`config.mk`:
```
export PLATFORM = sky130hd
export DESIGN_NAME = uart_rx_fifo_core
export DESIGN_NICKNAME = d
export VERILOG_FILES = /design/src/rtl/uart_pkg.sv /design/src/rtl/uart_sync_fifo.sv /design/src/rtl/uart_rx_fifo_core.sv
export SDC_FILE = /design/constraint.sdc
export NUM_CORES = 1
export LEC_CHECK = 0
export CAP_MARGIN = 20
export CORE_ASPECT_RATIO = 2
export CORE_MARGIN = 2
export CORE_UTILIZATION = 50
export CTS_BUF_LIST = sky130_fd_sc_hd__clkbuf_4 sky130_fd_sc_hd__clkbuf_8
export DETAILED_ROUTE_END_ITERATION = 8
export DONT_BUFFER_PORTS = 1
export GPL_TIMING_DRIVEN = 1
export PLACE_DENSITY = 0.67
export SLEW_MARGIN = 20
export SYNTH_ARGS = -nofsm -noshare
export SYNTH_HDL_FRONTEND = slang
export SYNTH_SLANG_ARGS = --single-unit
```
`constraint.sdc`:
```
create_clock -name clk -period 3.4 [get_ports clk]
set_input_delay 0.68 -clock clk [delete_from_list [all_inputs] [get_ports clk]]
set_output_delay 0.68 -clock clk [all_outputs]
set_load 0.01 [all_outputs]
```
`src/rtl/uart_pkg.sv`:
```
// Shared definitions for the UART receive path: parity mode codes,
// receiver FSM encoding and the majority-of-3 bit decision.
package uart_pkg;

  localparam int PARITY_NONE = 0;
  localparam int PARITY_ODD  = 1;
  localparam int PARITY_EVEN = 2;

  typedef enum logic [2:0] {
    ST_IDLE   = 3'd0,
    ST_START  = 3'd1,
    ST_DATA   = 3'd2,
    ST_PARITY = 3'd3,
    ST_STOP   = 3'd4,
    ST_PUSH   = 3'd5
  } rx_state_e;

  // Two-of-three vote used to decide each received bit.
  function automatic logic majority3(input logic a, input logic b, input logic c);
    return (a & b) | (a & c) | (b & c);
  endfunction

endpackage

```
`src/rtl/uart_sync_fifo.sv`:
```
// Small synchronous FIFO for received words. A push while full is accepted
// only when a pop happens in the same cycle; a pop while empty is ignored.
module uart_sync_fifo #(
  parameter int WIDTH = 10,
  parameter int DEPTH = 4
) (
  input  logic             clk,
  input  logic             rst_n,
  input  logic             push,
  input  logic [WIDTH-1:0] wr_data,
  input  logic             pop,
  output logic [WIDTH-1:0] rd_data,
  output logic             full,
  output logic             empty
);

  localparam int AW = $clog2(DEPTH);

  logic [WIDTH-1:0] mem_q [DEPTH];
  logic [WIDTH-1:0] mem_d [DEPTH];
  logic [AW-1:0]    wr_ptr_q, wr_ptr_d;
  logic [AW-1:0]    rd_ptr_q, rd_ptr_d;
  logic [AW:0]      count_q, count_d;
  logic             wr_en;
  logic             rd_en;

  assign full    = (count_q == (AW+1)'(DEPTH));
  assign empty   = (count_q == '0);
  assign rd_data = mem_q[rd_ptr_q];

  // Next-state for storage, pointers and occupancy.
  always_comb begin
    mem_d    = mem_q;
    wr_ptr_d = wr_ptr_q;
    rd_ptr_d = rd_ptr_q;
    count_d  = count_q;
    rd_en    = pop & ~empty;
    wr_en    = push & (~full | rd_en);
    if (wr_en) begin
      mem_d[wr_ptr_q] = wr_data;
      wr_ptr_d        = wr_ptr_q + AW'(1);
    end
    if (rd_en) begin
      rd_ptr_d = rd_ptr_q + AW'(1);
    end
    case ({wr_en, rd_en})
      2'b10:   count_d = count_q + (AW+1)'(1);
      2'b01:   count_d = count_q - (AW+1)'(1);
      default: count_d = count_q;
    endcase
  end

  // State registers with synchronous active-low reset.
  always_ff @(posedge clk) begin
    if (!rst_n) begin
      for (int i = 0; i < DEPTH; i++) mem_q[i] <= '0;
      wr_ptr_q <= '0;
      rd_ptr_q <= '0;
      count_q  <= '0;
    end else begin
      mem_q    <= mem_d;
      wr_ptr_q <= wr_ptr_d;
      rd_ptr_q <= rd_ptr_d;
      count_q  <= count_d;
    end
  end

endmodule

```
`src/rtl/uart_rx_fifo_core.sv`:
```
// UART receiver with oversampled start detection, 3-sample majority per
// bit, optional parity, 1-2 stop bits and a word FIFO on the output.
//
// Pop handshake: valid=1 whenever the FIFO holds a word; data/frameErr/
// parityErr describe the head word and stay stable while valid & !ready;
// the head word is removed on the clk edge where valid & ready are both 1.
module uart_rx_fifo_core
  import uart_pkg::*;
#(
  parameter int CLK_DIV    = 27,
  parameter int OVERSAMPLE = 16,
  parameter int DATA_BITS  = 8,
  parameter int PARITY     = 0,
  parameter int STOP_BITS  = 1,
  parameter int FIFO_DEPTH = 4
) (
  input  logic                 clk,
  input  logic                 rstN,
  input  logic                 rxIn,
  output logic [DATA_BITS-1:0] data,
  output logic                 frameErr,
  output logic                 parityErr,
  output logic                 valid,
  input  logic                 ready,
  output logic                 overrun,
  input  logic                 clrOverrun,
  output logic                 busy
);

  localparam int DIV_W = (CLK_DIV > 1) ? $clog2(CLK_DIV) : 1;
  localparam int SC_W  = $clog2(OVERSAMPLE);
  localparam int IDX_W = 4;
  localparam int FW    = DATA_BITS + 2;

  localparam logic [DIV_W-1:0] DIV_LAST = DIV_W'(CLK_DIV - 1);
  localparam logic [SC_W-1:0]  SC_M_LO  = SC_W'(OVERSAMPLE/2 - 1);
  localparam logic [SC_W-1:0]  SC_M     = SC_W'(OVERSAMPLE/2);
  localparam logic [SC_W-1:0]  SC_M_HI  = SC_W'(OVERSAMPLE/2 + 1);
  localparam logic [SC_W-1:0]  SC_LAST  = SC_W'(OVERSAMPLE - 1);
  localparam logic             PAR_ODD  = (PARITY == PARITY_ODD);

  logic [1:0]           sync_q, sync_d;
  logic [DIV_W-1:0]     div_q, div_d;
  rx_state_e            state_q, state_d;
  logic [SC_W-1:0]      sc_q, sc_d;
  logic [IDX_W-1:0]     idx_q, idx_d;
  logic [DATA_BITS-1:0] shift_q, shift_d;
  logic [1:0]           samp_q, samp_d;
  logic                 par_err_q, par_err_d;
  logic                 frm_err_q, frm_err_d;
  logic                 armed_q, armed_d;
  logic                 overrun_q, overrun_d;

  logic          rx_s;
  logic          tick;
  logic          maj;
  logic          push;
  logic          pop;
  logic          fifo_full;
  logic          fifo_empty;
  logic [FW-1:0] head;

  assign rx_s = sync_q[1];
  assign tick = (div_q == DIV_LAST);

  // Two-flop synchroniser for the asynchronous line and free-running baud divider.
  always_comb begin
    sync_d = {sync_q[0], rxIn};
    div_d  = tick ? '0 : div_q + DIV_W'(1);
  end

  // Receiver FSM: next state, bit sampling, shift register and error flags.
  always_comb begin
    state_d   = state_q;
    sc_d      = sc_q;
    idx_d     = idx_q;
    shift_d   = shift_q;
    samp_d    = samp_q;
    par_err_d = par_err_q;
    frm_err_d = frm_err_q;
    armed_d   = armed_q;
    push      = 1'b0;
    maj       = majority3(samp_q[0], samp_q[1], rx_s);

    if (tick && state_q != ST_IDLE && state_q != ST_PUSH) begin
      sc_d = (sc_q == SC_LAST) ? '0 : sc_q + SC_W'(1);
      if (sc_q == SC_M_LO) samp_d[0] = rx_s;
      if (sc_q == SC_M)    samp_d[1] = rx_s;
    end

    case (state_q)
      ST_IDLE: begin
        // A start is only accepted after the line was seen high here,
        // so a held-low line cannot retrigger frames.
        if (tick) begin
          if (!rx_s && armed_q) begin
            state_d   = ST_START;
            sc_d      = '0;
            armed_d   = 1'b0;
            par_err_d = 1'b0;
            frm_err_d = 1'b0;
          end else if (rx_s) begin
            armed_d = 1'b1;
          end
        end
      end
      ST_START: begin
        if (tick) begin
          if (sc_q == SC_M_HI && maj) begin
            state_d = ST_IDLE;
          end else if (sc_q == SC_LAST) begin
            state_d = ST_DATA;
            idx_d   = '0;
          end
        end
      end
      ST_DATA: begin
        if (tick) begin
          if (sc_q == SC_M_HI) shift_d = {maj, shift_q[DATA_BITS-1:1]};
          if (sc_q == SC_LAST) begin
            if (idx_q == IDX_W'(DATA_BITS - 1)) begin
              state_d = (PARITY != PARITY_NONE) ? ST_PARITY : ST_STOP;
              idx_d   = '0;
            end else begin
              idx_d = idx_q + IDX_W'(1);
            end
          end
        end
      end
      ST_PARITY: begin
        if (tick) begin
          if (sc_q == SC_M_HI) par_err_d = ((^shift_q) ^ maj) != PAR_ODD;
          if (sc_q == SC_LAST) begin
            state_d = ST_STOP;
            idx_d   = '0;
          end
        end
      end
      ST_STOP: begin
        // Leave at mid-bit of the last stop bit so the next start edge is caught.
        if (tick) begin
          if (sc_q == SC_M_HI) begin
            if (!maj) frm_err_d = 1'b1;
            if (idx_q == IDX_W'(STOP_BITS - 1)) begin
              state_d = ST_PUSH;
              sc_d    = '0;
            end
          end else if (sc_q == SC_LAST) begin
            idx_d = idx_q + IDX_W'(1);
          end
        end
      end
      ST_PUSH: begin
        push    = 1'b1;
        state_d = ST_IDLE;
      end
      default: state_d = ST_IDLE;
    endcase
  end

  // Sticky overrun: a completed word that found the FIFO full and not draining.
  always_comb begin
    pop       = ~fifo_empty & ready;
    overrun_d = overrun_q;
    if (clrOverrun) overrun_d = 1'b0;
    if (push && fifo_full && !pop) overrun_d = 1'b1;
  end

  // All receiver state registers with synchronous active-low reset.
  always_ff @(posedge clk) begin
    if (!rstN) begin
      sync_q    <= 2'b11;
      div_q     <= '0;
      state_q   <= ST_IDLE;
      sc_q      <= '0;
      idx_q     <= '0;
      shift_q   <= '0;
      samp_q    <= '0;
      par_err_q <= 1'b0;
      frm_err_q <= 1'b0;
      armed_q   <= 1'b0;
      overrun_q <= 1'b0;
    end else begin
      sync_q    <= sync_d;
      div_q     <= div_d;
      state_q   <= state_d;
      sc_q      <= sc_d;
      idx_q     <= idx_d;
      shift_q   <= shift_d;
      samp_q    <= samp_d;
      par_err_q <= par_err_d;
      frm_err_q <= frm_err_d;
      armed_q   <= armed_d;
      overrun_q <= overrun_d;
    end
  end

  uart_sync_fifo #(
    .WIDTH (FW),
    .DEPTH (FIFO_DEPTH)
  ) u_fifo (
    .clk     (clk),
    .rst_n   (rstN),
    .push    (push),
    .wr_data ({par_err_q, frm_err_q, shift_q}),
    .pop     (pop),
    .rd_data (head),
    .full    (fifo_full),
    .empty   (fifo_empty)
  );

  assign valid     = ~fifo_empty;
  assign data      = valid ? head[DATA_BITS-1:0] : '0;
  assign frameErr  = valid & head[DATA_BITS];
  assign parityErr = valid & head[DATA_BITS+1];
  assign overrun   = overrun_q;
  assign busy      = (state_q != ST_IDLE);

endmodule

```
==> results.sh, run 1 <==
export IMPL_synth_most_common_cell="dfxtp_1"
export IMPL_avgRoutedWirePerCell_um=15.45
export IMPL_start_util_pct=51.18
export IMPL_worstMarginPinSlew_ns=0.9187
export IMPL_crit_arrival_ns=2.02
export IMPL_drive_above_1_share_pct=8.065
export IMPL_period_share_pct=79.36
export IMPL_routed_wl_um=8156
export IMPL_ys_top_cells_by_area="dfxtp_1 41%, a21oi_1 7.3%, nand3_1 6.4%"
export IMPL_cts_hold_buf=0
export IMPL_crit_type="reg -> out"
export IMPL_cts_resized=0
export IMPL_insertion_delay_ns=0.36
export IMPL_yosysWarningCount=0
export IMPL_setup_tns_ns=0
export IMPL_async_flop_share_pct=0
export IMPL_portBuffers=0
export IMPL_htree_levels=3
export IMPL_synth_common_cells="79 x dfxtp_1, 59 x nand2_1, 56 x a21oi_1"
export IMPL_ys_seq_area_share_pct=41.27
export IMPL_placementRows=45
export IMPL_grt_max_degree=53
export IMPL_antenna_found_initial=0
export IMPL_p_per_area_nw_per_um2=394.5
export IMPL_n_antenna_cell=0
export IMPL_layout_nets=448
export IMPL_cts_tree="yes"
export IMPL_grt_first_pass_wirelength_um=13210
export IMPL_synth_edff_count=0
export IMPL_synth_area_per_cell_sq_um=8.555
export IMPL_dr_pass1_iters=4
export IMPL_path_clk_slew_ns=0.07
export IMPL_ant_nets=0
export IMPL_synthCells=448
export IMPL_fillCellCount=727
export IMPL_maxSlewViolCount=0
export IMPL_final_setup_viol_count=0
export IMPL_cts_sinks=79
export IMPL_cts_buffer_depth=2
export IMPL_max_slew_margin_rel_pct=38.66
export IMPL_hpwl_um=5153
export IMPL_core_area_sq_um=7488
export IMPL_cts_made_buffers=9
export IMPL_rsz0062_at_grt="false"
export IMPL_yosys_area_top_type="dfxtp_1"
export IMPL_ys_dominant_reg_cell="dfxtp_1"
export IMPL_fmax_ghz=0.3706
export IMPL_seq_area_sq_um=1582
export IMPL_syn_area_sq_um=3832
export IMPL_area_growth_pct=4.864
export IMPL_dieArea_sq_um=8423
export IMPL_grt_use_total_pct=20.66
export IMPL_viasPerCell=5.661
export IMPL_gp_routability_congestion=0.7959
export IMPL_via_count=2989
export IMPL_crit_required_ns=2.72
export IMPL_startpoint_type="register"
export IMPL_post_cts_buffers=0
export IMPL_crit_path_end_kind="output pin"
export IMPL_multiInputGateArea_sq_um=2046
export IMPL_synth_top_area_share_pct=41.27
export IMPL_drt_iter0_drc=192
export IMPL_die_h_um=127.8
export IMPL_hp_class="in -> reg"
export IMPL_final_core_util_pct=53.67
export IMPL_io_pins=18
export IMPL_die_w_um=65.91
export IMPL_finalCriticalPeriod_ns=2.698
export IMPL_p_total_w=0.001586
export IMPL_maxCapViolations=0
export IMPL_status="finished, final reports clean"
export IMPL_remaining_drc_errors=0
export IMPL_power_leakage_nw=1.409
export IMPL_peakVddDrop_mv=0.2644
export IMPL_ys_ff_latch=79
export IMPL_syn_nets=466
export IMPL_grt_overflow=0
export IMPL_grt_pass1_vias=2744
export IMPL_worst_clock_skew_ns=0.007928
export IMPL_clock_root_buffer="clkbuf_8"
export IMPL_hold_viol_final=0
export IMPL_worstPathMaxFanout=11
export IMPL_synth_cell_type_count=46
-- layer usage --
metal	part of all wire, %	global-route usage (%)	vias up
met3	4.8	4.829	11
met2	48	32.20	55
li1	-	-	1504
met4	1.9	8.946	0
met5	0	0	-
met1	45	27.04	1419
-- flip-flops by register name (all words and copies together) (netlist names) --
register	flops
frm_err_q	1
samp_q	2
armed_q	1
u_fifo.rd_ptr_q	2
sc_q	4
div_q	5
u_fifo.mem_q	40
shift_q	8
sync_q	2
u_fifo.count_q	3
overrun	1
par_err_q	1
u_fifo.wr_ptr_q	2
state_q	3
idx_q	4
-- stage by stage --
stage / instances / setup slack, ns / cell area (sq um) / hold WS (ns)
after floorplan: 448 / 0.4213 / 3832 / 0.3863
after global placement: 513 / 0.7587 / 3846 / 0.3938
after detailed placement: 513 / 0.6718 / 3846 / 0.3985
after CTS: 528 / 0.6569 / 4019 / 0.3747
after global routing: 528 / 0.5950 / 4019 / 0.3841
final: 528 / 0.7018 / 4019 / 0.3944
-- cell families after synthesis --
kind of cell,Yosys count,share of synthesized area (%)
AO/OA/AOI/OAI,83,12.93
XOR/XNOR,16,4.016
adder cells (fa/ha/maj),14,4.734
buffers and inverters,51,5.354
flip-flops,79,41.27
multiplexers,22,9.011
AND/OR/NAND/NOR,183,22.69
-- cell usage in the layout (no fill, tap or decap), drive strengths merged, types with 3 or more instances in the layout --
master	count
dfxtp	79
nand2	59
a21oi	56
nand3	49
nor2	35
inv	17
and2	13
mux2i	12
ha	12
o21ai	12
clkbuf	12
mux4	10
xnor2	9
xor2	6
buf	5
nor2b	4
or3	3
and3	3
nor3	3
o211ai	3
-- area by class of cell --
type	instances	area share, %
Multi-Input combinational cell	318	50.90
Sequential cell	79	39.35
Clock buffer	12	3.798
Tap cell	94	2.927
Inverter	17	1.588
Timing Repair Buffer	5	0.9340
Clock inverter	3	0.4981
-- worst paths after layout --
kind | startpoint | end | slack, ns | cells past startpoint
max | u_fifo.rd_ptr_q[0] | data[7] | 0.70 | 2
min | rstN | sync_q[1] | 0.39 | 1
max reg2reg | state_q[2] | u_fifo.mem_q[7] | 0.96 | 6
min reg2reg | sync_q[0] | sync_q[1] | 0.41 | 1
-- power by group --
part	switching (W)	internal (W)	total (W)
registers	0.00000382	0.000928	0.000932
clock network	0.000334	0.000296	0.000630
logic	0.0000171	0.00000618	0.0000233
total	0.000355	0.00123	0.00159
-- worst max-delay path: stages (launching register included) --
cell and delay (ns):
dfxtp_1 0.84, mux4_2 0.61, and2_1 0.21
Note: power is estimated with default switching activity, not from simulation.
==> inputs of run 2 (changes only) <==
PLACE_DENSITY = 0.7   (was 0.67)
clock period = 2.2 ns   (was 3.4 ns; I/O delays follow)
==> results.sh, run 2 (synthesized netlist as in run 1, its figures left out) <==
export IMPL_largest_register_ffs=40
export IMPL_worstHoldEndpoint="sync_q[1]"
export IMPL_rsz0062_at_grt="true"
export IMPL_reg2reg_from="u_fifo.count_q[0]"
export IMPL_hpwl_um=5508
export IMPL_grt_use_total_pct=21.19
export IMPL_path_clk_slew_ns=0.08
export IMPL_fillCellCount=703
export IMPL_power_leakage_nw=1.521
export IMPL_reg2reg_setup_slack_ns=0.02
export IMPL_cts_buffer_depth=2
export IMPL_maxSlewViolCount=0
export IMPL_via_count=3051
export IMPL_io_pins=18
export IMPL_htree_levels=3
export IMPL_crit_path_end_kind="register"
export IMPL_fmax_ghz=0.4594
export IMPL_die_w_um=65.91
export IMPL_grt_first_pass_wirelength_um=13680
export IMPL_cts_tree="yes"
export IMPL_fin_cells=550
export IMPL_hp_class="in -> reg"
export IMPL_cts_sinks=79
export IMPL_peakVddDrop_mv=0.4992
export IMPL_avgRoutedWirePerCell_um=15.02
export IMPL_mostFrequentLayoutCell="dfxtp_1"
export IMPL_final_setup_viol_count=0
export IMPL_cts_made_buffers=9
export IMPL_fin_area_sq_um=4217
export IMPL_grt_overflow=0
export IMPL_p_per_area_nw_per_um2=592.5
export IMPL_grt_max_degree=47
export IMPL_maxCapViolations=0
export IMPL_core_area_sq_um=7488
export IMPL_min_from="rstN"
export IMPL_insertion_delay_ns=0.36
export IMPL_start_util_pct=51.18
export IMPL_worstPathMaxFanout=2
export IMPL_crit_type="reg -> reg"
export IMPL_worst_clock_skew_ns=0.008464
export IMPL_remaining_drc_errors=0
export IMPL_area_growth_pct=10.02
export IMPL_finalCriticalPeriod_ns=2.177
export IMPL_layout_nets=469
export IMPL_regMostFlops="u_fifo.mem_q"
export IMPL_r2r_end="u_fifo.count_q[2]"
export IMPL_placedCellCount=532
export IMPL_final_core_util_pct=56.31
export IMPL_drt_iter0_drc=231
export IMPL_status="finished, final reports clean"
export IMPL_p_total_w=0.002498
export IMPL_drive_above_1_share_pct=14.04
export IMPL_dr_pass1_iters=4
export IMPL_routed_wl_um=8262
export IMPL_max_slew_margin_rel_pct=64.34
export IMPL_final_cell_mix="78 x dfxtp_1, 59 x nand2_1, 56 x a21oi_1"
export IMPL_hold_viol_final=0
export IMPL_ant_nets=0
export IMPL_seq_area_sq_um=1583
export IMPL_top_regs="u_fifo.mem_q (40), shift_q (8), div_q (5)"
export IMPL_worstMarginPinSlew_ns=0.5293
export IMPL_dieArea_sq_um=8423
export IMPL_holdWs_ns=0.1567
export IMPL_placementRows=45
export IMPL_crit_arrival_ns=2.47
export IMPL_min_delay_path_depth=1
export IMPL_grt_pass1_vias=2859
export IMPL_multiInputGateArea_sq_um=2069
export IMPL_die_h_um=127.8
export IMPL_portBuffers=0
export IMPL_viasPerCell=5.547
export IMPL_placed_area_sq_um=4013
export IMPL_period_share_pct=98.94
export IMPL_clock_root_buffer="clkbuf_8"
export IMPL_antenna_found_initial=0
export IMPL_r2r_cells=9
export IMPL_crit_required_ns=2.49
export IMPL_gp_routability_congestion=0.8218
export IMPL_n_antenna_cell=0
export IMPL_startpoint_type="register"
[run 2: per-layer routing]
metal  share of wire [%]  up-vias  wire length [um]  track usage, %
met5                   0        -                 0               0
met4                 1.8        0               149           9.314
met3                 3.1       11               253           3.687
met2                  49       58              4078           34.64
met1                  46     1437              3780           26.93
li1                    -     1545                 -               -
[run 2: worst max-delay path, stage by stage, from the launching register on]
cell and delay [ns]:
dfxtp_1 0.31, or4b_4 0.53, and3_4 0.17, inv_2 0.06
ha_4 0.12, inv_2 0.03, fa_2 0.32, xor2_1 0.15
or3_1 0.30, a21oi_1 0.12
[run 2: worst max-delay path by stage]
stage	from	cells after the start	slack [ns]	endpoint
floorplan	ready	11	-0.27	u_fifo.count_q[2]
global placement	ready	9	-0.05	u_fifo.count_q[2]
detailed placement	ready	9	-0.07	u_fifo.count_q[2]
CTS	u_fifo.count_q[0]	9	0.006	u_fifo.count_q[2]
global route	u_fifo.count_q[2]	9	-0.09	u_fifo.count_q[2]
finish	u_fifo.count_q[0]	9	0.02	u_fifo.count_q[2]
[run 2: metrics by stage]
stage | setup WS (ns) | setup TNS [ns]
global placement | -0.04582 | -0.04582
CTS | 0.005677 | 0
global route | -0.08872 | -0.08872
floorplan | -0.2719 | -0.4117
finish | 0.02321 | 0
detailed placement | -0.06943 | -0.06943
[run 2: area by class of cell]
type	instances	share of cell area, %
Inverter	17	1.513
Clock inverter	4	0.6825
Timing Repair Buffer	26	4.629
Multi-Input combinational cell	318	49.08
Tap cell	94	2.789
Sequential cell	79	37.54
Clock buffer	12	3.769
[run 2: power breakdown]
| part | leakage (nW) | internal (W) | switching (W) |
|---|---|---|---|
| Clock | 0.0924 | 0.000486 | 0.000535 |
| Combinational | 0.791 | 0.0000104 | 0.0000269 |
| Sequential | 0.638 | 0.00143 | 0.00000545 |
[run 2: what timing repair did]
action	4_1_cts	5_1_grt
setup buffers	1	1
pin swaps	0	1
endpoints found under the setup margin	1	5
cloned	0	0
resized for setup	1	0
hold buffers	0	0
==> inputs of run 3 (changes only) <==
PLACE_DENSITY = 0.67   (was 0.7)
clock period = 2.4 ns   (was 2.2 ns; I/O delays follow)
==> results.sh, run 3 (synthesized netlist as in run 1, its figures left out) <==
export IMPL_status="finished, final reports clean"
export IMPL_cts_sinks=79
export IMPL_cts_buffer_depth=2
export IMPL_peakVddDrop_mv=0.3945
export IMPL_period_share_pct=93.35
export IMPL_core_area_sq_um=7488
export IMPL_antenna_found_initial=0
export IMPL_start_util_pct=51.18
export IMPL_grt_pass1_vias=2872
export IMPL_gp_routability_congestion=0.7933
export IMPL_final_cell_mix="79 x dfxtp_1, 59 x nand2_1, 56 x a21oi_1"
export IMPL_die_h_um=127.8
export IMPL_cp_common_cell="inv_2"
export IMPL_grt_use_total_pct=21.43
export IMPL_routed_wl_um=8131
export IMPL_max_slew_margin_rel_pct=60.90
export IMPL_post_cts_buffers=0
export IMPL_finalCriticalPeriod_ns=2.240
export IMPL_cts_made_buffers=9
export IMPL_crit_type="reg -> reg"
export IMPL_top_regs="u_fifo.mem_q (40), shift_q (8), div_q (5)"
export IMPL_portBuffers=0
export IMPL_avgRoutedWirePerCell_um=14.95
export IMPL_htree_levels=3
export IMPL_fillCellCount=691
export IMPL_p_total_w=0.002248
export IMPL_startpoint_type="register"
export IMPL_p_per_area_nw_per_um2=539.3
export IMPL_cp_top_family="simple AND/OR/NAND/NOR gates"
export IMPL_dr_pass1_iters=4
export IMPL_regMostFlops="u_fifo.mem_q"
export IMPL_maxSlewViolCount=0
export IMPL_max_stage_delay_ns=0.54
export IMPL_maxCapViolations=0
export IMPL_worstHoldEndpoint="sync_q[0]"
export IMPL_final_setup_viol_count=0
export IMPL_crit_buf_inv=2
export IMPL_insertion_delay_ns=0.37
export IMPL_grt_max_degree=47
export IMPL_setup_tns_ns=0
export IMPL_worstMarginPinSlew_ns=0.5848
export IMPL_crit_arrival_ns=2.53
export IMPL_area_growth_pct=8.750
export IMPL_placementRows=45
export IMPL_fmax_ghz=0.4463
export IMPL_drt_iter0_drc=228
export IMPL_crit_chain="or4b_4, and3_4, inv_2, ha_4, inv_2, fa_2, xor2_1, or3_1, a21oi_1"
export IMPL_reg2reg_setup_slack_ns=0.16
export IMPL_r2r_end="u_fifo.count_q[2]"
export IMPL_die_w_um=65.91
export IMPL_worstPathMaxFanout=4
export IMPL_grt_first_pass_wirelength_um=13700
export IMPL_cts_resized=0
export IMPL_crit_required_ns=2.69
export IMPL_hold_viol_final=0
export IMPL_n_antenna_cell=0
export IMPL_critPathSlowestCell="or4b_4"
export IMPL_dieArea_sq_um=8423
export IMPL_path_clk_slew_ns=0.07
export IMPL_largest_register_ffs=40
export IMPL_cts_hold_buf=0
export IMPL_r2r_cells=9
export IMPL_reg2reg_from="u_fifo.count_q[0]"
export IMPL_rsz0062_at_grt="false"
export IMPL_drive_above_1_share_pct=12.67
export IMPL_hp_class="in -> reg"
export IMPL_grt_overflow=0
export IMPL_worst_clock_skew_ns=0.01222
export IMPL_via_count=3008
export IMPL_min_from="rstN"
export IMPL_clock_root_buffer="clkbuf_8"
export IMPL_cts_tree="yes"
export IMPL_viasPerCell=5.529
export IMPL_remaining_drc_errors=0
export IMPL_io_pins=18
export IMPL_crit_path_end_kind="register"
export IMPL_power_leakage_nw=1.489
export IMPL_hpwl_um=5611
export IMPL_mostFrequentLayoutCell="dfxtp_1"
export IMPL_min_delay_path_depth=1
export IMPL_layout_nets=463
export IMPL_ant_nets=0
==> run 3: cell types whose count changed in the layout (fill, tap and decap cells not counted) <==
cell / previous run / this run
clkinv_2: 1 / 2
clkbuf_8: 11 / 9
dfxtp_1: 78 / 79
dfxtp_2: 1 / 0
buf_4: 26 / 19
buf_12: 0 / 1
clkbuf_4: 1 / 2
==> run 3: worst reg2reg max path, stage by stage, from the launching register on <==
cell and delay (ns):
dfxtp_1 0.34, or4b_4 0.54, and3_4 0.17, inv_2 0.06, ha_4 0.13, inv_2 0.04, fa_2 0.32, xor2_1 0.15
or3_1 0.31, a21oi_1 0.12
==> run 3: how the worst max path moves through the flow <==
stage	start	end	slack [ns]	cells after the start
floorplan	ready	u_fifo.count_q[2]	-0.11	11
global placement	ready	u_fifo.count_q[2]	0.11	9
detailed placement	ready	u_fifo.count_q[2]	0.07	9
CTS	u_fifo.count_q[0]	u_fifo.count_q[2]	0.15	9
global route	u_fifo.count_q[0]	u_fifo.count_q[2]	0.07	9
finish	u_fifo.count_q[0]	u_fifo.count_q[2]	0.16	9
==> run 3: cell type report <==
class | count | area, sq um | area share (%)
Sequential cell | 79 | 1582 | 37.95
Clock buffer | 11 | 138.9 | 3.332
Multi-Input combinational cell | 318 | 2069 | 49.65
Timing Repair Buffer | 20 | 162.7 | 3.903
Inverter | 17 | 63.81 | 1.531
Tap cell | 94 | 117.6 | 2.822
Clock inverter | 5 | 33.78 | 0.8106
==> run 3: routing by layer <==
metal | wire (um) | vias to the layer above | global-route usage (%)
met4 | 133 | 0 | 9.926
met2 | 4117 | 46 | 33.93
li1 | - | 1531 | -
met5 | 0 | - | 0
met3 | 288 | 7 | 4.565
met1 | 3592 | 1424 | 27.54
==> run 3: per-stage QoR <==
stage | setup slack [ns] | util (%) | cell area [sq um] | hold WS, ns | instances
floorplan | -0.1119 | - | 3870 | 0.3863 | 448
CTS | 0.1461 | 55.66 | 4168 | 0.1649 | 544
finish | 0.1596 | 55.66 | 4168 | 0.1860 | 544
global placement | 0.1090 | 53.35 | 3995 | 0.3932 | 528
global route | 0.07293 | 55.66 | 4168 | 0.1791 | 544
detailed placement | 0.06987 | 53.35 | 3995 | 0.3952 | 528
==> run 3: where the power goes <==
part / internal [W] / leakage, nW / switching [W]
clock: 0.000398 / 0.0866 / 0.000495
sequential: 0.00132 / 0.637 / 0.00000568
combinational: 0.00000980 / 0.765 / 0.0000240
total: 0.00172 / 1.49 / 0.000524
